<file path="src/rtl/ddr2_pkg.sv">
// Shared definitions for the DDR2 request path: scheduler state encoding,
// MIG command codes and burst geometry helper.
package ddr2_pkg;

  typedef enum logic [1:0] {
    IDLE    = 2'd0,
    WR_DATA = 2'd1,
    RD_CMD  = 2'd2,
    GAP     = 2'd3
  } sched_state_t;

  localparam logic [2:0] CMD_WR = 3'b000;
  localparam logic [2:0] CMD_RD = 3'b001;

  // One WDF word carries two DDR beats, so a burst of N takes N/2 words.
  function automatic int beats_per_burst(input int write_burst);
    return write_burst / 2;
  endfunction

endpackage

</file>
<file path="src/rtl/ddr2_wdf_beat_ctr.sv">
// Beat counter for one WDF burst: counts enabled cycles 0..BEATS-1 and
// flags the final beat. Wraps to 0 after the last beat.
module ddr2_wdf_beat_ctr #(
  parameter int BEATS = 4
) (
  input  logic clk,
  input  logic rst,
  input  logic en,
  output logic last
);

  localparam int CW = (BEATS > 1) ? $clog2(BEATS) : 1;

  logic [CW-1:0] cnt_q, cnt_d;

  // Advance on every enabled beat, wrapping after the last one.
  always_comb begin
    cnt_d = cnt_q;
    if (en) begin
      cnt_d = (cnt_q == CW'(BEATS - 1)) ? '0 : cnt_q + CW'(1);
    end
  end

  // Counter register.
  always_ff @(posedge clk) begin
    if (rst) begin
      cnt_q <= '0;
    end else begin
      cnt_q <= cnt_d;
    end
  end

  assign last = en && (cnt_q == CW'(BEATS - 1));

endmodule

</file>
<file path="src/rtl/ddr2_req_sched.sv">
// DDR2 request scheduler: arbitrates host write bursts and reads in front of
// the address generator, streams write data into the MIG WDF and pulses the
// write/read address enables.
// Optional build macro SCHED_PATTERN_EN: write data comes from an internal
// 32-bit pattern counter instead of wr_data_in, and upstream is never popped.
module ddr2_req_sched
  import ddr2_pkg::*;
#(
  parameter int DATA_WIDTH  = 64,
  parameter int WRITE_BURST = 8,
  parameter int MAX_WR_RUN  = 4
) (
  input  logic                        sys_clk,
  input  logic                        reset,
  input  logic                        phy_init_done,
  input  logic                        wr_req,
  input  logic [2*DATA_WIDTH-1:0]     wr_data_in,
  output logic                        wr_data_rd,
  input  logic                        rd_req,
  input  logic                        addr_confilct,
  input  logic                        af_afull,
  input  logic                        wdf_afull,
  output logic                        wr_addr_en,
  output logic                        rd_addr_en,
  output logic                        rd_en,
  output logic                        app_wdf_wren,
  output logic [2*DATA_WIDTH-1:0]     app_wdf_data,
  output logic [2*DATA_WIDTH/8-1:0]   app_wdf_mask_data,
  output logic                        busy
);

  localparam int WDF_W = 2 * DATA_WIDTH;
  localparam int BEATS = beats_per_burst(WRITE_BURST);
  localparam int RUN_W = $clog2(MAX_WR_RUN + 1);

  if (!(WRITE_BURST == 4 || WRITE_BURST == 8)) begin : g_bad_burst
    $error("ddr2_req_sched: WRITE_BURST must be 4 or 8");
  end

  sched_state_t     state_q, state_d;
  logic [RUN_W-1:0] wr_run_cnt_q, wr_run_cnt_d;
  logic             wr_data_rd_q, wr_data_rd_d;
  logic             wr_addr_en_q, wr_addr_en_d;
  logic             rd_addr_en_q, rd_addr_en_d;
  logic             app_wdf_wren_q, app_wdf_wren_d;
  logic [WDF_W-1:0] app_wdf_data_q, app_wdf_data_d;
  logic             in_wr;
  logic             last_beat;
  logic             wr_ok, rd_ok;

`ifdef SCHED_PATTERN_EN
  if (WDF_W % 32 != 0) begin : g_bad_pattern_width
    $error("ddr2_req_sched: 2*DATA_WIDTH must be a multiple of 32 for the pattern source");
  end

  logic [31:0] pat_cnt_q, pat_cnt_d;
  logic        unused_wr_data;
  assign unused_wr_data = ^wr_data_in;
`endif

  assign in_wr = (state_q == WR_DATA);

  ddr2_wdf_beat_ctr #(
    .BEATS (BEATS)
  ) u_beat_ctr (
    .clk  (sys_clk),
    .rst  (reset),
    .en   (in_wr),
    .last (last_beat)
  );

  // Arbitration, burst sequencing and next values of the registered strobes.
  always_comb begin
    wr_ok        = wr_req && !wdf_afull && !af_afull;
    rd_ok        = rd_req && !af_afull && !addr_confilct;
    state_d      = state_q;
    wr_run_cnt_d = wr_run_cnt_q;

    case (state_q)
      IDLE: begin
        if (phy_init_done) begin
          // A blocked read (conflict) leaves rd_ok low, so writes keep flowing.
          if (rd_ok && (wr_run_cnt_q == RUN_W'(MAX_WR_RUN) || !wr_ok)) begin
            state_d      = RD_CMD;
            wr_run_cnt_d = '0;
          end else if (wr_ok) begin
            state_d = WR_DATA;
            if (wr_run_cnt_q != RUN_W'(MAX_WR_RUN)) begin
              wr_run_cnt_d = wr_run_cnt_q + RUN_W'(1);
            end
          end
        end
      end
      WR_DATA: if (last_beat) state_d = GAP;
      RD_CMD:  state_d = GAP;
      GAP:     state_d = IDLE;
      default: state_d = IDLE;
    endcase

    // The pop strobe is aligned with the WR_DATA cycles; the word visible on
    // the show-ahead port in each of those cycles is captured at its end, so
    // the WDF write and the address enable trail the pop by one cycle.
    rd_addr_en_d   = (state_d == RD_CMD);
    app_wdf_wren_d = in_wr;
    wr_addr_en_d   = in_wr && last_beat;

`ifdef SCHED_PATTERN_EN
    wr_data_rd_d   = 1'b0;
    pat_cnt_d      = in_wr ? pat_cnt_q + 32'd1 : pat_cnt_q;
    app_wdf_data_d = in_wr ? {(WDF_W/32){pat_cnt_q}} : app_wdf_data_q;
`else
    wr_data_rd_d   = (state_d == WR_DATA);
    app_wdf_data_d = in_wr ? wr_data_in : app_wdf_data_q;
`endif
  end

  // State, run counter and registered outputs; reset abandons any burst.
  always_ff @(posedge sys_clk) begin
    if (reset) begin
      state_q        <= IDLE;
      wr_run_cnt_q   <= '0;
      wr_data_rd_q   <= 1'b0;
      wr_addr_en_q   <= 1'b0;
      rd_addr_en_q   <= 1'b0;
      app_wdf_wren_q <= 1'b0;
      app_wdf_data_q <= '0;
`ifdef SCHED_PATTERN_EN
      pat_cnt_q      <= '0;
`endif
    end else begin
      state_q        <= state_d;
      wr_run_cnt_q   <= wr_run_cnt_d;
      wr_data_rd_q   <= wr_data_rd_d;
      wr_addr_en_q   <= wr_addr_en_d;
      rd_addr_en_q   <= rd_addr_en_d;
      app_wdf_wren_q <= app_wdf_wren_d;
      app_wdf_data_q <= app_wdf_data_d;
`ifdef SCHED_PATTERN_EN
      pat_cnt_q      <= pat_cnt_d;
`endif
    end
  end

  assign wr_data_rd        = wr_data_rd_q;
  assign wr_addr_en        = wr_addr_en_q;
  assign rd_addr_en        = rd_addr_en_q;
  assign app_wdf_wren      = app_wdf_wren_q;
  assign app_wdf_data      = app_wdf_data_q;
  assign app_wdf_mask_data = '0;
  assign rd_en             = rd_req;
  assign busy              = (state_q != IDLE);

endmodule

</file>
<file path="config.mk">
export PLATFORM = sky130hd
export DESIGN_NAME = ddr2_req_sched
export DESIGN_NICKNAME = d
export VERILOG_FILES = /design/src/rtl/ddr2_pkg.sv /design/src/rtl/ddr2_wdf_beat_ctr.sv /design/src/rtl/ddr2_req_sched.sv
export SDC_FILE = /design/constraint.sdc
export NUM_CORES = 1
export LEC_CHECK = 0
export CORE_AREA = 5 5 118 120
export CTS_CLUSTER_SIZE = 12
export DETAILED_ROUTE_END_ITERATION = 10
export DIE_AREA = 0 0 123 125
export PLACE_DENSITY = 0.83
export RECOVER_POWER = 100
export SLEW_MARGIN = 20
export SYNTH_ARGS = -nofsm -noshare
export SYNTH_HDL_FRONTEND = slang
export SYNTH_SLANG_ARGS = --single-unit
</file>
<file path="constraint.sdc">
create_clock -name sys_clk -period 2.1 [get_ports sys_clk]
set_input_delay 0.315 -clock sys_clk [delete_from_list [all_inputs] [get_ports sys_clk]]
set_output_delay 0.315 -clock sys_clk [all_outputs]
set_load 0.01 [all_outputs]
</file>
==> flow_summary.ini <==
[logic_synthesis]
muxShareOfSynthArea_pct = 24.7
synth_fa_ha_area_share_pct = 1.66
ys_ff_latch = 139
synth_edf_count = 0
synth_xor_area_share_pct = 0
synth-compound-area-share_pct = 1.88
synth_top_family_by_area = multiplexers
synth_warnings = 0
synth_largest_area_cell = dfxtp_1
synth.top_cell.area_share_pct = 52.8
ys_top_cells_by_area = dfxtp_1, mux2i_1, nor2_1
yosysMostFrequentCell = dfxtp_1
synthCells = 493
yosysSeqAreaShare_pct = 52.8
synthSimpleGateAreaFrac_pct = 11.8
synth.top_cells.by_count = dfxtp_1, nor2_1, mux2i_1, buf_4, buf_6
ys.flop_type = dfxtp_1
ys_async_sr_fraction_pct = 0
synth.cell_area_um2 = 5270
synth_area_per_cell_um2 = 10.7
ys_types = 31

[sta]
tightest_slew_ns = 0.704
finalWorstSetupSlack_ns = 0.277
rsz0062_at_grt = no
maxSlewHeadroom_pct = 53.1
fin_crit_ns = 1.82
fin_tns_setup_ns = 0
skew_ns = 0.00624
final-setup-viol-count = 0
finalHoldViolations = 0
finalCritPeriodShare_pct = 86.8
fmax_mhz = 549
maxSlewViolCount = 0

[cells_and_area]
synthToLayoutAreaGrowth_pct = 61.7
nets = 897
drive_gt1_share_pct = 5.48
diodes = 0

[grt]
antenna_found_initial = 0
grt.total_usage_pct = 18.9
grt_start_max_net_pins = 78
grt_pass1_wl_um = 23000
overflow = 0
grt_pass1_vias = 4538

[power]
p_per_area_nw_per_um2 = 1120
irDropWorstVdd_mv = 0.654
p_leak_nw = 3.61

[setup_path]
worstSetupEndpointType = flip-flop
path_buf_inv = 2
required_ns = 2.38
critPathMaxFanout = 58
max_stage_delay_ns = 0.55
crit_slowest_cell = buf_6
crit_arrival_ns = 2.10
worst_path_dominant_cell_family = buffers and inverters
critical_path_class = flip-flop to flip-flop
start_kind = flip-flop
path_cells = inv_1, ha_4, buf_6, mux2i_1, nor2_1

[floorplanning]
dieArea_um2 = 15400
die_h_um = 125
floorplan.initialDensity_pct = 40.9
ioPinCount = 286
row_count = 42
die_x_um = 123
fp.coreArea_um2 = 12900

[clock_network]
cts_resized = 1
clock_path_buffers = 2
clk_pin_slew_ns = 0.06
cts.sinks = 139
insertion_delay_ns = 0.40
cts_tree = built
cts_root_buf = clkbuf_16
cts_hold_buf = 0
cts_made_buffers = 17
postCtsSetupBuffers = 0
cts.htree.levels = 4

[routing]
drtIter0Drc = 165
routed_via_density = 4.60
dr.pass1.iters = 4
drcViolationCount = 0
wire_per_inst_um = 15.6
route.antenna.remaining_nets = 0
via_count = 4334
routed_wirelength_um = 14700

[hold_path]
hold_path.class = input pin to flip-flop

[placement]
gp_congestion = 0.755
io_buffer_count = 269
dp.final_hpwl_um = 11000
place_ws_ns = 0.394

[job]
maxCapViolCount = 0

[status]
outcome = finished, final reports clean
through the flow:
| step | instance area (um2) | power [mW] | hold slack (ns) | cells | utilization [%] |
|---|---|---|---|---|---|
| floorplan | 5320 | 5.46 | 0.454 | 508 | - |
| global placement | 7970 | 6.88 | 0.468 | 911 | 61.9 |
| detailed placement | 7970 | 7.01 | 0.480 | 911 | 61.9 |
| CTS | 8540 | 9.90 | 0.297 | 943 | 66.3 |
| global route | 8520 | 10.0 | 0.317 | 943 | 66.1 |
| finish | 8520 | 9.50 | 0.315 | 943 | 66.1 |
where the power goes:
group	switching [mW]	internal [mW]
clock network	1.06	1.77
registers	0.270	3.20
logic	1.50	1.71
total	2.83	6.67
worst paths after layout:
check	start	endpoint	slack (ns)	cells after the start
max	state_q[1]	app_wdf_data[22]	0.28	5
min reg2reg	app_wdf_data[113]	app_wdf_data[113]	0.48	2
min	reset	app_wdf_data[95]	0.31	2
max reg2reg	state_q[1]	app_wdf_data[22]	0.28	5
state kept, by name, indices dropped and copies added, names as in the netlist:
signal and flops:
wr_addr_en 1, app_wdf_data 128, app_wdf_wren 1, rd_addr_en 1
state_q 2, u_beat_ctr.cnt_q 2, wr_data_rd 1, wr_run_cnt_q 3
cell type report:
type | count | area [um2]
Inverter | 5 | 18.8
Sequential cell | 139 | 2780
Tap cell | 176 | 220
Multi-Input combinational cell | 317 | 2180
Fill cell | 1019 | 4360
Timing Repair Buffer | 274 | 2750
Clock buffer | 20 | 447
Clock inverter | 12 | 124
logic make-up after synthesis:
kind of cell,after synthesis
other,1
adder cells (fa/ha/maj),7
AND/OR/NAND/NOR,150
AO/OA/AOI/OAI,14
buffers and inverters,52
flip-flops,139
multiplexers,130
cell usage in the layout (no fill, tap or decap), drive strengths merged, types with 2 or more instances in the layout:
cell,netlist,layout
a21oi,5,5
and2,2,2
buf,40,5
bufinv,0,2
clkbuf,7,22
clkdlybuf4s50,0,134
clkinv,0,6
clkinvlp,0,4
conb,1,16
dfxtp,139,139
dlygate4sd3,0,133
ha,7,7
inv,5,5
mux2i,130,130
nand2,2,2
nor2,133,133
nor2b,4,4
o21ai,5,5
or3,2,2
routing by layer:
| layer | track usage, % | up-vias | wire length (um) |
|---|---|---|---|
| li1 | - | 2129 | - |
| met1 | 18.8 | 1970 | 5190 |
| met3 | 8.54 | 36 | 1600 |
| met5 | 0 | - | 0 |
| met4 | 9.25 | 0 | 537 |
| met2 | 32.8 | 199 | 7360 |
No activity file was read; power rests on OpenSTA's default activity.
